<file path="config.mk">
export PLATFORM = sky130hd
export DESIGN_NAME = bus_arbiter
export DESIGN_NICKNAME = d
export VERILOG_FILES = /design/src/rtl/bus_arbiter_pkg.sv /design/src/rtl/bus_arbiter_rr_picker.sv /design/src/rtl/bus_arbiter.sv
export SDC_FILE = /design/constraint.sdc
export NUM_CORES = 1
export LEC_CHECK = 0
export BUFFER_PORTS_ARGS = -buffer_cell sky130_fd_sc_hd__clkbuf_2
export CAP_MARGIN = 10
export CORE_ASPECT_RATIO = 1.25
export CORE_UTILIZATION = 45
export DETAILED_ROUTE_END_ITERATION = 8
export GPL_TIMING_DRIVEN = 0
export HOLD_SLACK_MARGIN = 0.03
export PLACE_DENSITY = 0.66
export REMOVE_ABC_BUFFERS = 1
export SLEW_MARGIN = 30
export SYNTH_ARGS = -nofsm -noshare
export SYNTH_HDL_FRONTEND = slang
export SYNTH_HIERARCHICAL = 1
export SYNTH_SLANG_ARGS = --single-unit
</file>
<file path="constraint.sdc">
create_clock -name clk -period 4.3 [get_ports clk]
set_input_delay 0.215 -clock clk [delete_from_list [all_inputs] [get_ports clk]]
set_output_delay 0.215 -clock clk [all_outputs]
set_load 0.02 [all_outputs]
</file>
<file path="src/rtl/bus_arbiter_pkg.sv">
// Shared types and constants for the bus arbiter: FSM states, requester source ids,
// and the default ack timeout.
package bus_arbiter_pkg;

  typedef enum logic [1:0] {
    ST_IDLE     = 2'd0,
    ST_GRANT    = 2'd1,
    ST_WAIT_ACK = 2'd2,
    ST_RELEASE  = 2'd3
  } arb_state_e;

  localparam logic [1:0] ID_SHA  = 2'b01;
  localparam logic [1:0] ID_IDX1 = 2'b00;
  localparam logic [1:0] ID_CTRL = 2'b11;
  localparam logic [1:0] ID_NONE = 2'b10;

  localparam int ARB_TIMEOUT_DEFAULT = 16;

  // Requester index to the source id driven on grant_id.
  function automatic logic [1:0] src_id(input int idx);
    case (idx)
      0:       src_id = ID_SHA;
      1:       src_id = ID_IDX1;
      2:       src_id = ID_CTRL;
      default: src_id = ID_NONE;
    endcase
  endfunction

endpackage

</file>
<file path="src/rtl/bus_arbiter_rr_picker.sv">
// Combinational round-robin picker: first active request found after last_idx,
// wrapping modulo NREQ.
module rr_picker #(
  parameter int NREQ = 3,
  parameter int IW   = 2
) (
  input  logic [NREQ-1:0] req,
  input  logic [IW-1:0]   last_idx,
  output logic [NREQ-1:0] pick_oh,
  output logic            pick_vld
);

  int idx;

  always_comb begin
    pick_oh  = '0;
    pick_vld = 1'b0;
    idx      = 0;
    for (int off = 1; off <= NREQ; off++) begin
      idx = (int'(last_idx) + off) % NREQ;
      if (!pick_vld && req[idx]) begin
        pick_oh[idx] = 1'b1;
        pick_vld     = 1'b1;
      end
    end
  end

endmodule

</file>
<file path="src/rtl/bus_arbiter.sv">
// Round-robin arbiter for a shared data bus with a registered one-hot grant.
// Define ARB_TIMEOUT_EN to force a release when ack does not arrive within TIMEOUT cycles.
module bus_arbiter
  import bus_arbiter_pkg::*;
#(
  parameter int NREQ    = 3,
  parameter int TIMEOUT = ARB_TIMEOUT_DEFAULT
) (
  input  logic            clk,
  input  logic            rst_n,
  input  logic [NREQ-1:0] req,
  input  logic            bus_valid,
  input  logic            ack,
  output logic [NREQ-1:0] grant,
  output logic [1:0]      grant_id,
  output logic            busy,
  output logic            timeout_err
);

  localparam int IW = (NREQ > 1) ? $clog2(NREQ) : 1;

  arb_state_e      state, state_nxt;
  logic [NREQ-1:0] grant_nxt;
  logic [1:0]      grant_id_nxt;
  logic [IW-1:0]   last_idx, last_idx_nxt;
  logic [IW-1:0]   pick_idx, cur_idx;
  logic [NREQ-1:0] pick_oh;
  logic            pick_vld;

  rr_picker #(.NREQ(NREQ), .IW(IW)) u_picker (
    .req      (req),
    .last_idx (last_idx),
    .pick_oh  (pick_oh),
    .pick_vld (pick_vld)
  );

  // One-hot to index for both the fresh pick and the current holder.
  always_comb begin
    pick_idx = '0;
    cur_idx  = '0;
    for (int i = 0; i < NREQ; i++) begin
      if (pick_oh[i]) pick_idx = IW'(i);
      if (grant[i])   cur_idx  = IW'(i);
    end
  end

`ifdef ARB_TIMEOUT_EN
  localparam int CNT_W = $clog2(TIMEOUT + 1);
  logic [CNT_W-1:0] cnt, cnt_nxt, cnt_inc;
  logic             terr_nxt;
  assign cnt_inc = cnt + 1'b1;
`endif

  always_comb begin
    state_nxt    = state;
    grant_nxt    = grant;
    grant_id_nxt = grant_id;
    last_idx_nxt = last_idx;
`ifdef ARB_TIMEOUT_EN
    cnt_nxt      = cnt;
    terr_nxt     = 1'b0;
`endif
    case (state)
      ST_IDLE: begin
        if (pick_vld) begin
          state_nxt    = ST_GRANT;
          grant_nxt    = pick_oh;
          grant_id_nxt = src_id(int'(pick_idx));
        end
      end
      ST_GRANT: begin
        if (bus_valid) begin
          state_nxt = ST_WAIT_ACK;
`ifdef ARB_TIMEOUT_EN
          cnt_nxt   = '0;
`endif
        end else if ((req & grant) == '0) begin
          // Grantee withdrew before using the bus: pointer stays put.
          state_nxt    = ST_IDLE;
          grant_nxt    = '0;
          grant_id_nxt = ID_NONE;
        end
      end
      ST_WAIT_ACK: begin
        if (ack) begin
          state_nxt    = ST_RELEASE;
          grant_nxt    = '0;
          grant_id_nxt = ID_NONE;
          last_idx_nxt = cur_idx;
`ifdef ARB_TIMEOUT_EN
        end else if (cnt_inc == CNT_W'(TIMEOUT)) begin
          state_nxt    = ST_RELEASE;
          grant_nxt    = '0;
          grant_id_nxt = ID_NONE;
          last_idx_nxt = cur_idx;
          terr_nxt     = 1'b1;
          cnt_nxt      = cnt_inc;
        end else begin
          cnt_nxt = cnt_inc;
`endif
        end
      end
      default: state_nxt = ST_IDLE;
    endcase
  end

  always_ff @(posedge clk) begin
    if (!rst_n) begin
      state    <= ST_IDLE;
      grant    <= '0;
      grant_id <= ID_NONE;
      last_idx <= IW'(NREQ - 1);
    end else begin
      state    <= state_nxt;
      grant    <= grant_nxt;
      grant_id <= grant_id_nxt;
      last_idx <= last_idx_nxt;
    end
  end

`ifdef ARB_TIMEOUT_EN
  always_ff @(posedge clk) begin
    if (!rst_n) begin
      cnt         <= '0;
      timeout_err <= 1'b0;
    end else begin
      cnt         <= cnt_nxt;
      timeout_err <= terr_nxt;
    end
  end
`else
  // No watchdog in this build; the expression is constant false.
  assign timeout_err = (TIMEOUT < 0);
`endif

  assign busy = (state != ST_IDLE);

endmodule

</file>
Yosys cells after proc, flatten, opt, wreduce, memory -nomap -nowiden:

Index checks and enable logic that the tools add are counted.

* add/sub/neg operators: 3
* div/mod/pow operators: 3
* order comparisons: 6
* equal/unequal tests: 9
* muxes and demuxes: 41
* bitwise gates (word level): 3
* reduce and logical (&&, ||, !) cells: 15

Operators with widths (number)
* $ge 32x1->1 const B: 3
* $lt 32x4->1 const B: 3
* $mod 32x3->32 const B: 3
* $mux 3: 7
* $mux 2: 10
* $pmux 2 s3: 3
* $mux 1: 14
* $pmux 3 s3: 1
* $ne 2x2->1 const B: 4
* $add 2x2->3 const B: 2
* $bmux 1 s2: 3
* $demux 1 s2: 3
* $or 3x3->3: 2
* $logic_and 1x1->1: 5
* $reduce_and 5->1: 1
* $eq 2x1->1 const B: 2
* $eq 2x2->1 const B: 2
* $logic_not 2->1: 2
* $add 2x1->3 const B: 1
* $and 3x3->3: 1
* $logic_not 3->1: 1
* $ne 3x3->1 const B: 1
* $reduce_and 3->1: 1
* $reduce_bool 3->1: 1
* other kinds (3): 4

* flip-flop bits (word level): 9
* bits of input ports: 7
* output and inout bits: 7
* logic and storage cells: 84

Logic depth before layout (Yosys ltp):

* depth after elaboration: 18
* mapped depth: 11
* gate-level depth less buffers: 10

Cells and area by module:

The synthesis kept the hierarchy.

By module, submodules not included
* bus_arbiter: times used 1, cells an instance 64, area each 534.3 um^2, seq. area each 180.2 um^2
* rr_picker: times used 1, cells an instance 48, area each 309.0 um^2, seq. area each 0.0 um^2

Least setup slack after synthesis:

Ideal clock, no wire load.

* path type: register -> register
* start: register last_idx[0]
* end: register grant[0]
* setup time: 0.120 ns
* data arrival time: 1.650 ns
* data required time: 4.180 ns
* setup slack: 2.529 ns
* stages on the path, launching flop included: 10
* path buffers: 1
* period minus slack after synthesis: 1.771 ns
* cell sequence: dfxtp_1 > inv_1 > ha_1 > buf_4 > inv_1 > and3_1 > o21bai_1 > o22ai_1 > nor2_4 > mux2i_1

* longest elaborated chain between the ends: 14
* elaborated cells between the ends (all ways): 46
* those cells by class: add/sub: 3; div: 3; order compare: 6; eq/ne: 1; mux: 23; bitwise: 2; reduce/logical: 8

Ends and longest elaborated chain
* start: declaration: RTL line bus_arbiter.sv:25 `logic [IW-1:0] last_idx, last_idx_nxt;`
* start signal: assignment: RTL line bus_arbiter.sv:112 `last_idx <= IW'(NREQ - 1);`
* start signal: assignment: RTL line bus_arbiter.sv:117 `last_idx <= last_idx_nxt;`
* $add 2x1->3: RTL line bus_arbiter_rr_picker.sv:20 `idx = (int'(last_idx) + off) % NREQ;`
* $mod 32x3->32: RTL line bus_arbiter_rr_picker.sv:20
* $bmux 1 s2: RTL line bus_arbiter_rr_picker.sv:21 `if (!pick_vld && req[idx]) begin`
* $mux 1 (implied by the code) (2 in series): RTL line bus_arbiter_rr_picker.sv:21
* $mux 1: RTL line bus_arbiter_rr_picker.sv:21
* $logic_not 1->1: RTL line bus_arbiter_rr_picker.sv:21
* $logic_and 1x1->1: RTL line bus_arbiter_rr_picker.sv:21
* $mux 1: RTL line bus_arbiter_rr_picker.sv:21
* $logic_not 1->1: RTL line bus_arbiter_rr_picker.sv:21
* $logic_and 1x1->1: RTL line bus_arbiter_rr_picker.sv:21
* $mux 1 *: RTL line bus_arbiter_rr_picker.sv:21
* named net pick_vld: RTL line bus_arbiter.sv:28 `logic pick_vld;`
* $ne 2x2->1 (no line) *
* $reduce_and 5->1 (no line) *
* end signal: assignment: RTL line bus_arbiter.sv:115 `grant <= grant_nxt;`
* end: declaration: RTL line bus_arbiter.sv:14 `output logic [NREQ-1:0] grant,`

The timed path passes the listed nets; every way through them passes the cells marked *. The select of a mux whose other input is x is not followed.
A chain may end at the register's enable or synchronous reset.

Worst setup path after layout:

* start: register last_idx[0]
* end: register grant_id[0]

* elaborated cells between the ends (all ways): 52
* those cells by class: add/sub: 3; div: 3; order compare: 6; eq/ne: 3; mux: 26; bitwise: 2; reduce/logical: 9

RTL lines
* branches (longest 11 deep; another with $mod 32x3->32)
* $mux 3 *: RTL line bus_arbiter_rr_picker.sv:21
* named net pick_oh[2]: RTL line bus_arbiter.sv:27 `logic [NREQ-1:0] pick_oh;`
* $mux 2 *: RTL line bus_arbiter.sv:42 `if (pick_oh[i]) pick_idx = IW'(i);`
* $eq 2x2->1 (tied with other cells): RTL line bus_arbiter_pkg.sv:21 `case (idx)`
* $pmux 2 s3 *: RTL line bus_arbiter_pkg.sv:21
* $mux 2 *: RTL line bus_arbiter.sv:65 `if (pick_vld) begin`
* $pmux 2 s3 *: RTL line bus_arbiter.sv:63 `case (state)`
* end signal: assignment: RTL line bus_arbiter.sv:116 `grant_id <= grant_id_nxt;`
* end: declaration: RTL line bus_arbiter.sv:15 `output logic [1:0] grant_id,`

Mark *: on every way through the listed nets, which the timed path passes. The select of a mux whose other input is x is not followed.

==> impl_metrics.ini <==
[run_status]
status = finished clean

[yosys]
synth_top_cell_by_area = dfxtp_1
synthAdderAreaFrac_pct = 11.9
yosys_register_bits = 9
synth_compound_area_share_pct = 23.3
synthSimpleGateAreaFrac_pct = 24.9
synth_xor_area_share_pct = 0
yosysMostFrequentCell = nand2_1
yosysTopAreaCellShare_pct = 21.4
ys_seq_area_share_pct = 21.4
synth_edf_count = 0
yosysWarnings = 6
yosys-top-cells-area = dfxtp_1, ha_1, mux2i_1, nand2_1, inv_1
dominantRegCellSynth = dfxtp_1
syn_inst = 112
synth_top_family_by_area = simple AND/OR/NAND/NOR gates
async_flop_share_pct = 0
yosys-top-cells-count = nand2_1, inv_1, dfxtp_1
syn_area_um2 = 843
yosysUniqueCellTypes = 31
synthMuxAreaShare_pct = 8.31
avgSynthCellArea_um2 = 7.53

[worst_setup_path]
end_kind = flop
start_kind = flop
reg2reg_to = grant_id[0]
path_max_fanout = 11
worst_r2r_path_depth = 10
cp.arrival_ns = 2.29
r2r_start = last_idx[0]
required_ns = 4.49
crit_type = flop to flop
ff2ff_setup_slack_ns = 2.20

[placed_design]
post_dp_cell_area_um2 = 886
portBuffers = 12
dpl.hpwl_um = 1360
pre_cts_ws_ns = 2.24
place.gp.congestion = 0.694

[detailed_routing]
dr.pass1.iters = 4
vias_per_cell = 5.58
wirelength_um = 1720
route.detailed.drc = 0
wire_per_inst_um = 12.2
antenna_left = 0
num_vias = 787
drt_iter0_markers = 30

[global_routing]
track_usage_pct = 20.4
grt_start_max_net_pins = 14
grt_pass1_vias = 699
grt-ovfl-total = 0
antenna_found_initial = 0
grt_pass1_wl_um = 2950

[floorplan]
start_util_pct = 47.8
die_w_um = 40.7
ios = 14
die_area_mm2 = 0.00205
design.core.area_mm2 = 0.00177
chipHeight_um = 50.4
core.rowCount = 17

[clock_tree]
clock-root-buffer = clkbuf_4
clockBufferDepth = 2
htree_num_levels = 1
insertion_delay_ns = 0.25
post_cts_resized = 0
clkTransAtPathRegs_ns = 0.06
cts.sinks = 9
cts_buffers = 3
post_cts_buffers = 0
cts_tree = built
cts.hold.buffers_added = 0

[power_and_ir_drop]
power_leakage_nw = 0.413
vdd_drop_max_mv = 0.258
powerDensity_mw_per_mm2 = 493

[sta]
fmax_mhz = 475
finalSetupTns_ns = 0
setup_violations = 0
maxSlewViolCount = 0
setup_slack_ns = 2.20
rsz0062_at_grt = no
min_period_over_period_pct = 48.9
hold_viol_final = 0
post-route-min-period_ns = 2.10
clock_skew_ns = 0.000667

[layout]
num-nets-final = 138
synthToLayoutAreaGrowth_pct = 8.16
diodes = 0
final_area_um2 = 912
drive_above_1_share_pct = 15.6

[hold_path]
min_delay_path_depth = 3
hp-start = ack
hold_class = input pin to flop
whs_endpoint = last_idx[1]

[run]
maxCapViolations = 0
[through the flow]
step,hold WS [ns],total power [mW],utilization [%],std cells
6_report,0.262,0.450,51.7,141
3_5_place_dp,0.470,0.386,50.2,137
4_1_cts,0.248,0.454,51.7,141
3_3_place_gp,0.462,0.382,50.2,137
2_1_floorplan,0.287,0.326,-,106
5_1_grt,0.285,0.493,51.7,141
[logic make-up after synthesis]
| kind of cell | count (synthesis) |
|---|---|
| adders and majority gates | 8 |
| muxes | 7 |
| and+or+nand+nor | 41 |
| AOI/OAI and AO/OA | 29 |
| DFF | 9 |
| buffers and inverters | 17 |
| other | 1 |
[layout by cell type, fill, tap and decap left out]
master     instances
nand2_1           18
clkbuf_2          12
inv_1             11
dfxtp_1            9
a21oi_1            8
ha_1               8
mux2i_1            7
o22ai_1            6
nand3b_1           5
nor2b_1            4
nor2_1             4
o21ai_0            3
nand2b_1           3
nand3_1            3
clkbuf_4           3
o21ai_1            2
o22a_1             1
a222oi_1           1
a2bb2oi_1          1
nor2_4             1
nor3b_1            1
o2bb2ai_1          1
nor4_1             1
a21boi_1           1
conb_1             1
clkbuf_1           1
a22oi_2            1
o2111ai_1          1
o21ai_2            1
o31ai_2            1
and3_1             1
o21bai_1           1
[power breakdown]
group          switching (mW)  internal [mW]  total (mW)
Clock                  0.0285         0.0357      0.0642
Combinational           0.153          0.108       0.261
Sequential             0.0190          0.106       0.125
[layer usage]
| metal | track usage (%) | up-vias | share of wire [%] |
|---|---|---|---|
| li1 | - | 407 | - |
| met1 | 24.0 | 363 | 43 |
| met2 | 34.7 | 15 | 53 |
| met3 | 1.33 | 2 | 2.9 |
| met4 | 10.0 | 0 | 0.52 |
| met5 | 0 | - | 0 |
[critical path: stages, from the launching register on]
cell	delay (ns)
dfxtp_1	0.38
inv_1	0.08
ha_1	0.48
inv_1	0.15
a21oi_1	0.16
o22ai_1	0.11
o22ai_1	0.23
inv_1	0.07
a21oi_1	0.14
nand3_1	0.10
a21boi_1	0.14
[worst max path at each step]
| stage | start | slack [ns] | to | depth (start not counted) |
|---|---|---|---|---|
| finish | last_idx[0] | 2.20 | grant_id[0] | 10 |
| detailed placement | last_idx[0] | 2.24 | grant_id[1] | 8 |
| global placement | last_idx[0] | 2.27 | grant_id[1] | 8 |
| CTS | last_idx[0] | 2.21 | grant_id[1] | 8 |
| global route | last_idx[0] | 1.92 | grant_id[0] | 10 |
| floorplan | last_idx[0] | 2.49 | grant_id[1] | 8 |
[area by class of cell]
class | count | area [um2]
Tap cell | 19 | 23.8
Clock buffer | 4 | 26.3
Timing Repair Buffer | 12 | 60.1
Multi-Input combinational cell | 86 | 581
Fill cell | 207 | 853
Inverter | 11 | 41.3
Sequential cell | 9 | 180
[flip-flops by register name, indices dropped and copies added, names as in the netlist]
| register | flops |
|---|---|
| grant | 3 |
| grant_id | 2 |
| last_idx | 2 |
| state | 2 |
Note: power is estimated with default switching activity, not from simulation.
